--- config.mk ---
export PLATFORM = sky130hd
export DESIGN_NAME = axis_spi_slave_flat
export DESIGN_NICKNAME = d
export VERILOG_FILES = /design/src/rtl/axis_spi_pkg.sv /design/src/rtl/axis_if.sv /design/src/rtl/spi_sync_edge.sv /design/src/rtl/axis_spi_slave.sv /design/src/flat_wrapper.sv
export SDC_FILE = /design/constraint.sdc
export NUM_CORES = 1
export LEC_CHECK = 0
export CORE_MARGIN = 3
export CORE_UTILIZATION = 60
export CTS_BUF_LIST = sky130_fd_sc_hd__clkbuf_4 sky130_fd_sc_hd__clkbuf_8
export CTS_CLUSTER_SIZE = 8
export DETAILED_ROUTE_END_ITERATION = 10
export HOLD_SLACK_MARGIN = 0.06
export PLACE_DENSITY = 0.87
export SKIP_CTS_REPAIR_TIMING = 1
export SLEW_MARGIN = 20
export SYNTH_ARGS = -nofsm -noshare
export SYNTH_HDL_FRONTEND = slang
export SYNTH_SLANG_ARGS = --single-unit
--- constraint.sdc ---
create_clock -name clk_i -period 4.92 [get_ports clk_i]
set_input_delay 0.738 -clock clk_i [delete_from_list [all_inputs] [get_ports clk_i]]
set_output_delay 0.738 -clock clk_i [all_outputs]
set_load 0.05 [all_outputs]
--- src/rtl/axis_spi_pkg.sv ---
// Shared types and helpers for the AXI-Stream SPI slave.
// Mode decode follows the usual CPOL/CPHA bit packing.
package axis_spi_pkg;

  typedef enum logic [0:0] {
    IDLE   = 1'b0,
    ACTIVE = 1'b1
  } state_e;

  localparam int SYNC_DEPTH = 2;

  function automatic logic cpol(input int mode);
    return mode[1];
  endfunction

  function automatic logic cpha(input int mode);
    return mode[0];
  endfunction

endpackage

--- src/rtl/axis_if.sv ---
// Minimal AXI-Stream bundle: data, valid, ready.
interface axis_if #(
  parameter int DW = 8
);
  logic [DW-1:0] tdata;
  logic          tvalid;
  logic          tready;

  modport master (output tdata, output tvalid, input tready);
  modport slave  (input tdata, input tvalid, output tready);
endinterface

--- src/rtl/spi_sync_edge.sv ---
// Multi-FF synchronizer with rise/fall pulses on the synced level.
module spi_sync_edge
  import axis_spi_pkg::*;
#(
  parameter logic RST_VAL = 1'b0
) (
  input  logic clk_i,
  input  logic arst_i,
  input  logic d_i,
  output logic q_o,
  output logic rise_o,
  output logic fall_o
);
  logic [SYNC_DEPTH-1:0] sync_q;
  logic                  prev_q;

  always_ff @(posedge clk_i or posedge arst_i) begin
    if (arst_i) begin
      sync_q <= {SYNC_DEPTH{RST_VAL}};
      prev_q <= RST_VAL;
    end else begin
      sync_q <= {sync_q[SYNC_DEPTH-2:0], d_i};
      prev_q <= sync_q[SYNC_DEPTH-1];
    end
  end

  assign q_o    = sync_q[SYNC_DEPTH-1];
  assign rise_o = q_o & ~prev_q;
  assign fall_o = ~q_o & prev_q;
endmodule

--- src/rtl/axis_spi_slave.sv ---
// SPI slave oversampled on clk_i, bridging serial words to AXI-Stream.
// One-entry TX buffer feeds MISO; RX words are offered on m_axis.
module axis_spi_slave
  import axis_spi_pkg::*;
#(
  parameter int SPI_MODE   = 0,
  parameter int DATA_WIDTH = 8
) (
  input  logic   clk_i,
  input  logic   arst_i,
  input  logic   spi_clk_i,
  input  logic   spi_cs_i,
  input  logic   spi_mosi_i,
  output logic   spi_miso_o,
  output logic   spi_miso_oe_o,
  axis_if.slave  s_axis,
  axis_if.master m_axis,
  output logic   underrun_o,
  output logic   overrun_o
);
  localparam logic CPOL = cpol(SPI_MODE);
  localparam logic CPHA = cpha(SPI_MODE);
  localparam int W  = DATA_WIDTH;
  localparam int CW = $clog2(W + 1);
  localparam logic [CW-1:0] LAST = CW'(W - 1);

  logic sclk_s, sclk_rise, sclk_fall;
  logic cs_s, cs_rise, cs_fall;
  logic [SYNC_DEPTH-1:0] mosi_q;
  logic mosi_s;

  spi_sync_edge #(.RST_VAL(CPOL)) u_sclk (
    .clk_i  (clk_i),
    .arst_i (arst_i),
    .d_i    (spi_clk_i),
    .q_o    (sclk_s),
    .rise_o (sclk_rise),
    .fall_o (sclk_fall)
  );

  spi_sync_edge #(.RST_VAL(1'b1)) u_cs (
    .clk_i  (clk_i),
    .arst_i (arst_i),
    .d_i    (spi_cs_i),
    .q_o    (cs_s),
    .rise_o (cs_rise),
    .fall_o (cs_fall)
  );

  always_ff @(posedge clk_i or posedge arst_i) begin
    if (arst_i) mosi_q <= '0;
    else        mosi_q <= {mosi_q[SYNC_DEPTH-2:0], spi_mosi_i};
  end
  assign mosi_s = mosi_q[SYNC_DEPTH-1];

  state_e        state_q, state_d;
  logic [CW-1:0] cnt_q, cnt_d;
  logic [W-1:0]  rx_q, rx_d, tx_q, tx_d;
  logic [W-1:0]  buf_q, buf_d, mdata_q, mdata_d;
  logic bufv_q, bufv_d, mvalid_q, mvalid_d;
  logic pend_q, pend_d, ufp_q, ufp_d;
  logic und_q, und_d, ovr_q, ovr_d;
  logic armed_q, armed_d;
  logic [1:0] init_q, init_d;
  logic lead, trail, smp, shf, start, load, s_rdy;

  assign lead  = CPOL ? sclk_fall : sclk_rise;
  assign trail = CPOL ? sclk_rise : sclk_fall;
  assign smp   = (state_q == ACTIVE) && (CPHA ? trail : lead);
  assign shf   = (state_q == ACTIVE) && (CPHA ? lead : trail);
  // A CS fall is trusted only once CS was seen idle after reset
  assign start = cs_fall && armed_q && (state_q == IDLE);
  assign s_rdy = !bufv_q && (init_q != 2'd0);

  always_comb begin
    state_d  = state_q;
    cnt_d    = cnt_q;
    rx_d     = rx_q;
    tx_d     = tx_q;
    buf_d    = buf_q;
    bufv_d   = bufv_q;
    mdata_d  = mdata_q;
    mvalid_d = mvalid_q;
    pend_d   = pend_q;
    ufp_d    = ufp_q;
    und_d    = 1'b0;
    ovr_d    = 1'b0;
    load     = 1'b0;
    init_d   = (init_q == 2'd3) ? init_q : init_q + 2'd1;
    armed_d  = armed_q | ((init_q == 2'd3) && cs_s && (sclk_s == CPOL));
    if (mvalid_q && m_axis.tready) mvalid_d = 1'b0;
    if (start) begin
      state_d = ACTIVE;
      cnt_d   = '0;
      rx_d    = '0;
      pend_d  = 1'b0;
      ufp_d   = 1'b0;
      load    = 1'b1;
      und_d   = !bufv_q;
    end else if ((state_q == ACTIVE) && cs_rise) begin
      state_d = IDLE;
      cnt_d   = '0;
      pend_d  = 1'b0;
      ufp_d   = 1'b0;
    end else begin
      if (smp) begin
        rx_d = {rx_q[W-2:0], mosi_s};
        if (ufp_q) begin
          und_d = 1'b1;
          ufp_d = 1'b0;
        end
        if (cnt_q == LAST) begin
          cnt_d  = '0;
          pend_d = 1'b1;
          if (mvalid_q && !m_axis.tready) begin
            ovr_d = 1'b1;
          end else begin
            mdata_d  = rx_d;
            mvalid_d = 1'b1;
          end
        end else begin
          cnt_d = cnt_q + CW'(1);
        end
      end
      // Next word loads on the first drive edge after wrap; an empty
      // buffer is only flagged once that word really gets sampled.
      if (shf) begin
        if (pend_q) begin
          load   = 1'b1;
          pend_d = 1'b0;
          ufp_d  = !bufv_q;
        end else if (cnt_q != '0) begin
          tx_d = {tx_q[W-2:0], 1'b0};
        end
      end
    end
    if (load) begin
      tx_d   = bufv_q ? buf_q : '0;
      bufv_d = 1'b0;
    end
    if (s_axis.tvalid && s_rdy) begin
      buf_d  = s_axis.tdata;
      bufv_d = 1'b1;
    end
  end

  always_ff @(posedge clk_i or posedge arst_i) begin
    if (arst_i) begin
      state_q  <= IDLE;
      cnt_q    <= '0;
      rx_q     <= '0;
      tx_q     <= '0;
      buf_q    <= '0;
      bufv_q   <= 1'b0;
      mdata_q  <= '0;
      mvalid_q <= 1'b0;
      pend_q   <= 1'b0;
      ufp_q    <= 1'b0;
      und_q    <= 1'b0;
      ovr_q    <= 1'b0;
      armed_q  <= 1'b0;
      init_q   <= 2'd0;
    end else begin
      state_q  <= state_d;
      cnt_q    <= cnt_d;
      rx_q     <= rx_d;
      tx_q     <= tx_d;
      buf_q    <= buf_d;
      bufv_q   <= bufv_d;
      mdata_q  <= mdata_d;
      mvalid_q <= mvalid_d;
      pend_q   <= pend_d;
      ufp_q    <= ufp_d;
      und_q    <= und_d;
      ovr_q    <= ovr_d;
      armed_q  <= armed_d;
      init_q   <= init_d;
    end
  end

  assign spi_miso_oe_o = (state_q == ACTIVE);
  assign spi_miso_o    = spi_miso_oe_o & tx_q[W-1];
  assign s_axis.tready = s_rdy;
  assign m_axis.tdata  = mdata_q;
  assign m_axis.tvalid = mvalid_q;
  assign underrun_o    = und_q;
  assign overrun_o     = ovr_q;
endmodule

--- src/flat_wrapper.sv ---
// flat-port wrapper written by rule: the top's interface ports become plain ports
module axis_spi_slave_flat import axis_spi_pkg::*;
#(
  parameter int SPI_MODE   = 0,
  parameter int DATA_WIDTH = 8
)
  (clk_i, arst_i, spi_clk_i, spi_cs_i, spi_mosi_i, spi_miso_o, spi_miso_oe_o, underrun_o, overrun_o, s_axis_tdata, s_axis_tvalid, s_axis_tready, m_axis_tdata, m_axis_tvalid, m_axis_tready);
  axis_if #(.DW(8)) s_axis_i ();
  axis_if #(.DW(8)) m_axis_i ();
  input  logic clk_i;
  input  logic arst_i;
  input  logic spi_clk_i;
  input  logic spi_cs_i;
  input  logic spi_mosi_i;
  output logic spi_miso_o;
  output logic spi_miso_oe_o;
  output logic underrun_o;
  output logic overrun_o;
  input wire logic [$bits(s_axis_i.tdata)-1:0] s_axis_tdata;
  input wire logic [$bits(s_axis_i.tvalid)-1:0] s_axis_tvalid;
  output wire logic [$bits(s_axis_i.tready)-1:0] s_axis_tready;
  output wire logic [$bits(m_axis_i.tdata)-1:0] m_axis_tdata;
  output wire logic [$bits(m_axis_i.tvalid)-1:0] m_axis_tvalid;
  input wire logic [$bits(m_axis_i.tready)-1:0] m_axis_tready;
  assign s_axis_i.tdata = s_axis_tdata;
  assign s_axis_i.tvalid = s_axis_tvalid;
  assign s_axis_tready = s_axis_i.tready;
  assign m_axis_tdata = m_axis_i.tdata;
  assign m_axis_tvalid = m_axis_i.tvalid;
  assign m_axis_i.tready = m_axis_tready;
  axis_spi_slave #(.SPI_MODE(SPI_MODE), .DATA_WIDTH(DATA_WIDTH)) u_core (.clk_i(clk_i), .arst_i(arst_i), .spi_clk_i(spi_clk_i), .spi_cs_i(spi_cs_i), .spi_mosi_i(spi_mosi_i), .spi_miso_o(spi_miso_o), .spi_miso_oe_o(spi_miso_oe_o), .s_axis(s_axis_i), .m_axis(m_axis_i), .underrun_o(underrun_o), .overrun_o(overrun_o));
endmodule
==> results by group <==
Clocking
  – Htree depth: 2
  – Clock Tree Buf Depth: 2
  – Clock Latency Late Sink: 300 ps
  – Cell at the root of the clock tree: clkbuf_8
  – Register clock-pin slew on the reported worst setup and hold paths: 90 ps
  – TritonCTS buffer count: 5
  – CTS tree: done
  – Clk sinks: 53

Finish
  – # nets final: 226
  – Share of cells above drive strength 1: 17.31%
  – Antenna cells: 0
  – Area grow syn2layout: 18.53%
  – FILL cells: 218

Pwr
  – Total power: 0.001012 W
  – Maximum vdd drop: 0.3492 mV
  – Pwr dens: 389.1 nW/µm²
  – Leak: 1.197 nW

Place
  – Placer Congestion: 0.7662
  – Port bufs: 28
  – DP HPWL: 2.525 mm

Logic synthesis
  – Yosys top cell area share: 57.01%
  – Fraction of registers with async set/reset: 100.0%
  – Synth Instances: 178
  – Yosys warns: 0
  – Most frequent cell after synthesis: dfrtp_1
  – Post-synth EDFFs: 0
  – Main flop type after synthesis: dfrtp_1
  – Commonest cells in the netlist: dfrtp_1 (50), nand2_1 (23), mux2_2 (17)
  – Synth area leader: dfrtp_1
  – Yosys reg bits: 53
  – Cell Area, Synth: 2195 µm²
  – Post-Syn Nets: 197
  – Top post-synthesis cells by area: dfrtp_1 (57%), mux2_2 (8.7%), nand2_1 (3.9%)
  – Synth unique cells: 40
  – Post-synthesis sequential area ratio: 60.60%
  – Average size of a mapped cell: 12.33 µm²

Setup path
  – CP Data Arrival Time: 1890 ps
  – Critical Path RT: 4180 ps
  – Crit path launch type: flop
  – Setup CP Type: reg -> out
  – CP endpoint kind: output pin
  – CP max FO: 3

Global routing
  – Vias in the first global route: 1368
  – Gr usage total: 17.76%
  – Initial antenna violation count: 0
  – GRT overflow: 0
  – First-pass GRT wire length: 5.913 mm
  – Largest net degree at the start of global routing: 54

Timing
  – Final max-slew violation count: 0
  – Setup Skew: 8.671 ps
  – Worst Tran Pin Value: 866.1 ps
  – FMAX: 0.3802 GHz
  – # setup viols final: 0
  – Hold Fails Final Rpt: 0
  – Hold WS: 354.8 ps
  – Fin crit period: 2630 ps
  – Worst slew margin: 41.63%
  – Period utilization: 53.46%
  – Setup_tns: 0 ps
  – RSZ-0062 raised after global routing: no

Drt
  – Drt via density: 5.520
  – ANT nets after route: 0
  – Drt drc: 0
  – Drt pass-1 iters: 6
  – Wire length per cell: 14.09 µm
  – Routed WL: 3.580 mm
  – Vias: 1402
  – DRT iter0 DRCs: 110

Status
  – Status: finished clean

Floorplan
  – Chip width: 66.48 µm
  – Core ar.: 3442 µm²
  – Die Y: 66.48 µm
  – Initial Utilization: 63.76%
  – Die area: 4420 µm²
  – # IOs: 29
  – # rows: 21

Flow run
  – Max-cap violations: 0

Min path
  – Min-Delay Path Class: reg -> reg
[registers in the layout, indices dropped and copies added (netlist names), 4 cells and up]
name	count
u_core.buf_q	8
u_core.m_axis.tdata	8
u_core.tx_q	8
u_core.rx_q	7
u_core.cnt_q	4
[report_power, final]
| group | leakage, nW | internal [W] | switching [W] |
|---|---|---|---|
| combinational | 0.479 | 0.0000975 | 0.0000909 |
| clock | 0.0487 | 0.000104 | 0.000146 |
| sequential | 0.669 | 0.000515 | 0.0000588 |
| total | 1.20 | 0.000716 | 0.000296 |
[cells in the final DEF, fill, tap and decap left out, types with 3 or more instances in the layout]
master / count
and3_1: 7
dfrtp_1: 50
ha_1: 4
o21ai_0: 12
dfstp_2: 3
nand2_1: 23
clkdlybuf4s50_1: 28
mux2_2: 17
inv_1: 9
a221o_1: 6
clkbuf_8: 5
nand3_1: 3
nor2_1: 6
[path summary, 6_finish.rpt]
check | depth (start not counted) | startpoint | slack, ps | end
setup / recovery | 4 | u_core.init_q[0]$_DFFE_PP0P_ | 2290 | s_axis_tready
hold / removal | 0 | u_core.u_sclk.sync_q[0]$_DFF_PP0_ | 350 | u_core.u_sclk.sync_q[1]$_DFF_PP0_
setup reg to reg | 4 | u_core.u_cs.prev_q$_DFF_PP1_ | 2730 | u_core.tx_q[4]$_DFFE_PP0P_
hold reg to reg | 0 | u_core.u_sclk.sync_q[0]$_DFF_PP0_ | 350 | u_core.u_sclk.sync_q[1]$_DFF_PP0_
max in group asynchronous | 2 | arst_i | 3520 | u_core.u_sclk.sync_q[0]$_DFF_PP0_
min in group asynchronous | 2 | arst_i | 900 | u_core.m_axis.tdata[0]$_DFFE_PP0P_
[metrics by stage]
stage | instance area [µm²] | worst slack, ps | instances | utilization [%]
2_1_floorplan | 2195 | 2666 | 178 | -
3_3_place_gp | 2505 | 2666 | 246 | 72.77
3_5_place_dp | 2505 | 2636 | 246 | 72.77
4_1_cts | 2600 | 2285 | 254 | 75.54
5_1_grt | 2601 | 2240 | 254 | 75.57
6_report | 2601 | 2290 | 254 | 75.57
[final cells by class]
| type | count | area (µm²) | area share (%) |
|---|---|---|---|
| clock buffers | 5 | 68.82 | 2.646 |
| clock inverters | 3 | 26.28 | 1.010 |
| inverters | 10 | 38.79 | 1.491 |
| multi-input cells | 108 | 792.0 | 30.45 |
| flip-flops and latches | 53 | 1330 | 51.13 |
| well taps | 46 | 57.56 | 2.213 |
| repair buffers | 29 | 287.8 | 11.06 |
[worst max-delay path, cell delays in order, from the launching register on]
cell,delay (ps)
dfrtp_1,410
inv_1,60
ha_1,180
nor2_1,120
clkdlybuf4s50_1,820
[logic make-up (layout without fill, tap and decap cells)]
logic type | after synthesis | after routing | share of synthesized area [%]
flops | 53 | 53 | 60.60
simple gates | 53 | 53 | 13.11
compound gates | 30 | 30 | 10.32
mux | 18 | 18 | 9.179
buf+inv | 17 | 47 | 3.307
fa+ha+maj | 4 | 4 | 2.281
xor+xnor | 3 | 3 | 1.197
[layer usage]
layer / wire length, µm / part of all wire (%) / GRT usage [%] / vias up
met5: 0 / 0 / 0 / -
met4: 40 / 1.1 / 6.599 / 0
met3: 160 / 4.5 / 3.541 / 4
met2: 1745 / 49 / 30.36 / 40
met1: 1633 / 46 / 22.26 / 684
li1: - / - / - / 674
Note: power is estimated with default switching activity, not from simulation.
==> patch 1 (same settings) <==
One comparison of `cnt_q` changes from == to >=.
--- a/src/rtl/axis_spi_slave.sv
+++ b/src/rtl/axis_spi_slave.sv
@@ -109,7 +109,7 @@
           und_d = 1'b1;
           ufp_d = 1'b0;
         end
-        if (cnt_q == LAST) begin
+        if (cnt_q >= LAST) begin
           cnt_d  = '0;
           pend_d = 1'b1;
           if (mvalid_q && !m_axis.tready) begin
Formal check against the unedited RTL: same outputs for any inputs over 10 cycles, from zero or initial values and one cycle with arst_i high; that may be too few to reach the edited logic, so the function may still have changed.
==> patch 1 against the original RTL <==
Worst setup slack got worse by 0.043 ns; sequential share of layout area decreased by 1.7 points; total power increased by 6.4%; hold slack better by 0.0069 ns; wire length rose by 14%; design area rose by 3.5%; sequential cell count is the same; area after synthesis rose by 5.1%; clock power rose by 2%; critical path depth is the same; highest routed layer unchanged.
==> patch 1: results <==
[logic_synthesis]
syn-num-nets = 201
synth_area_leaders = "dfrtp_1, mux2_4, mux2_2"
synthCells = 182
async_flop_share_pct = 100
yosysSeqAreaShare_pct = 57.6
post_synth_num_cell_types = 38
synth_common_cells = "dfrtp_1, nand2_1, mux2_4"

[cells_and_area]
nFillCells = 237
drive_gt1_share_pct = 20.0
nNetsFinal = 228

[clock_tree]
numCtsBuffers = 5
clk_pin_slew_ns = 0.09
h-tree-depth = 2
cts-root-buf = "clkbuf_8"

[timing]
slew_headroom_pct = 41.6
period_share_pct = 54.3
finalHoldViolCount = 0
fin_hold_ws_ns = 0.362
clock_skew_ns = 0.00972

[hold_path]
min_to = "u_core.u_cs.sync_q[1]$_DFF_PP1_"
hold_start = "u_core.u_cs.sync_q[0]$_DFF_PP1_"

[place]
gp_congestion = 0.880
dp_hpwl_um = 2830
place_area_um2 = 2600
pre_cts_ws_ns = 2.60
place.port_buffers = 28
dp.cells = 248

[detailed_routing]
drt-pass1-iter-count = 4
wl_per_cell_um = 15.9
met3_length_um = 190
totalWireLength_um = 4080
dr.first_iter.drc_count = 148
wl_met1_um = 1830
vias = 1470
wl_met2_um = 2010

[critical_path]
r2r-end = "u_core.tx_q[6]$_DFFE_PP0P_"
cp-endpoint = "s_axis_tready"
slowest_stage = "clkdlybuf4s50_1"
rr_startpoint = "u_core.u_cs.sync_q[1]$_DFF_PP1_"
r2r_cells = 4
reg2reg_slack_ns = 2.65
arrival_ns = 1.93

[global_route]
met2_usage_pct = 32.7
antenna_found_initial = 0
grtUsageTotal_pct = 20.6
use_met1_pct = 27.5
use_met3_pct = 4.93
grt_pass1_wl_um = 7000

[pwr]
vdd_ir_drop_max_mv = 0.295
p_leak_uw = 0.00125

[run_status]
status = "finished, final reports clean"
[patch 1: report_power, final]
part / internal (uW) / leakage, uW / total [uW] / switching [uW]
clock network: 104 / 0.0000487 / 254 / 150
logic: 134 / 0.000532 / 249 / 115
registers: 514 / 0.000671 / 575 / 60.9
[patch 1: cell families (layout without fill, tap and decap cells)]
family                     after synthesis  count (layout)  synth area share [%]
AOI/OAI and AO/OA                       37              37                  11.6
xor gates and xnor gates                 1               1                 0.380
adders and majority gates                4               4                  2.17
buffers and inverters                   16              44                  3.42
DFF                                     53              53                  57.6
muxes                                   24              24                  14.2
and+or+nand+nor                         47              47                  10.6
[patch 1: layout make-up]
cell class	instances	area, um2	area share, %
clock buffers	5	68.8	2.56
clock inverters	3	26.3	0.976
inverters	8	31.3	1.16
multi-input cells	113	898	33.4
flip-flops and latches	53	1330	49.4
well taps	46	57.6	2.14
repair buffers	28	280	10.4
==> patch 2 (config.mk and constraints unchanged) <==
Without the edit above. `SPI_MODE` is set to 0 in 2 places; all go to 1.
--- a/src/rtl/axis_spi_slave.sv
+++ b/src/rtl/axis_spi_slave.sv
@@ -3,7 +3,7 @@
 module axis_spi_slave
   import axis_spi_pkg::*;
 #(
-  parameter int SPI_MODE   = 0,
+  parameter int SPI_MODE   = 1,
   parameter int DATA_WIDTH = 8
 ) (
   input  logic   clk_i,
--- a/src/flat_wrapper.sv
+++ b/src/flat_wrapper.sv
@@ -1,7 +1,7 @@
 // flat-port wrapper written by rule: the top's interface ports become plain ports
 module axis_spi_slave_flat import axis_spi_pkg::*;
 #(
-  parameter int SPI_MODE   = 0,
+  parameter int SPI_MODE   = 1,
   parameter int DATA_WIDTH = 8
 )
   (clk_i, arst_i, spi_clk_i, spi_cs_i, spi_mosi_i, spi_miso_o, spi_miso_oe_o, underrun_o, overrun_o, s_axis_tdata, s_axis_tvalid, s_axis_tready, m_axis_tdata, m_axis_tvalid, m_axis_tready);
Formal check against the unedited RTL: not equivalent (Yosys sat finds a counterexample within 10 cycles, from zero or initial values and one cycle with arst_i high).
==> patch 2 against the original RTL <==
Area after synthesis down 0.11%; synthesized cell count fell by 0.56%; sequential cell count stayed put; highest routed layer unchanged; wire length up 0.47%; sequential power about the same; critical path type unchanged; design area decreased by 1.3%; total power down 5.0%; worst setup slack lost 0.068 ns.
==> patch 2: results <==
[global_route]
grt_max_degree = 54
grtUsageTotal_pct = 19.1
antenna_found_initial = 0
grt_pass1_wl_um = 6310
grt_pass1_vias = 1438

[clock_tree]
clock_path_buffers = 2
clk_latency_ns = 0.38
numCtsBuffers = 5
h-tree-depth = 2
clk_pin_slew_ns = 0.14
cts-root-buf = "clkbuf_4"

[pwr]
vdd_ir_drop_max_mv = 0.299
p_leak_uw = 0.00117

[detailed_routing]
wl_per_cell_um = 14.2
drt-pass1-iter-count = 4
totalWireLength_um = 3600
dr.first_iter.drc_count = 129
viasPerCell = 5.58

[logic_synthesis]
synth_common_cells = "dfrtp_1, nand2_1, mux2_2"
ys_warn_count = 0
synth_area_per_cell_um2 = 12.4
synth_area_leaders = "dfrtp_1, mux2_2, nand2_1"
yosys-mux-area-fraction_pct = 9.19
synth_xor_xnor_area_share_pct = 1.20
post_synth_num_cell_types = 41
synthAdderAreaFrac_pct = 2.28
async_flop_share_pct = 100
syn-num-nets = 196
yosysSeqAreaShare_pct = 60.7
synth_compound_area_share_pct = 10.4

[place]
pre_cts_ws_ns = 2.64
dp.cells = 245
dp_hpwl_um = 2630
gp_congestion = 0.761
place.port_buffers = 28

[critical_path]
rr_startpoint = "u_core.u_cs.prev_q$_DFF_PP1_"
cp_max_fo = 3
arrival_ns = 1.96

[timing]
slew_headroom_pct = 43.1
worstMarginPinSlew_ns = 0.852
finalHoldViolCount = 0
clock_skew_ns = 0.0162

[cells_and_area]
nNetsFinal = 225
drive_gt1_share_pct = 17.9

[hold_path]
min_path_type = "register to register"
hold_start = "u_core.u_sclk.sync_q[0]$_DFF_PP0_"

[run_status]
status = "finished, final reports clean"
[patch 2: critical path: stages, from the launching register on]
cell,delay (ns)
dfrtp_1,0.42
inv_1,0.06
ha_1,0.19
nor2_1,0.11
clkdlybuf4s50_1,0.82
[patch 2: logic make-up after synthesis]
family / after synthesis
and+or+nand+nor: 52
muxes: 18
buffers and inverters: 17
DFF: 53
AOI/OAI and AO/OA: 30
adders and majority gates: 4
xor gates and xnor gates: 3
[patch 2: final timing paths]
kind,to,slack [ns],cells past startpoint
max,s_axis_tready,2.22,4
min,u_core.u_sclk.sync_q[1]$_DFF_PP0_,0.37,0
max reg2reg,u_core.tx_q[6]$_DFFE_PP0P_,2.77,4
min reg2reg,u_core.u_sclk.sync_q[1]$_DFF_PP0_,0.37,0
max in group asynchronous,u_core.cnt_q[2]$_DFFE_PP0P_,3.58,2
min in group asynchronous,u_core.tx_q[4]$_DFFE_PP0P_,0.82,2
[patch 2: routing by layer]
| layer | vias up | global-route usage [%] | wire length [um] |
|---|---|---|---|
| met5 | - | 0 | 0 |
| met4 | 0 | 6.35 | 21 |
| met3 | 2 | 5.44 | 190 |
| met2 | 42 | 32.8 | 1850 |
| met1 | 694 | 22.9 | 1540 |
| li1 | 674 | - | - |
[patch 2: area by class of cell]
cell class / instances / area (um2)
Sequential cell: 53 / 1330
Fill cell: 216 / 850
Multi-Input combinational cell: 107 / 790
Timing Repair Buffer: 29 / 288
Tap cell: 46 / 57.6
Inverter: 10 / 38.8
Clock buffer: 5 / 37.5
Clock inverter: 3 / 25.0
[patch 2: per-stage QoR]
stage | power (uW) | instance area (um2) | hold slack (ns) | util, %
after floorplan | 708 | 2190 | 0.331 | -
after global placement | 755 | 2500 | 0.334 | 73.3
after detailed placement | 771 | 2500 | 0.335 | 73.3
after CTS | 967 | 2560 | 0.368 | 75.1
after global routing | 1020 | 2570 | 0.377 | 75.1
final | 962 | 2570 | 0.365 | 75.1
[patch 2: power by group]
part,total [uW],leakage (uW),internal [uW],switching [uW]
sequential,573,0.000669,515,58.2
clock,199,0.0000318,58.6,140
combinational,190,0.000474,97.7,92.3
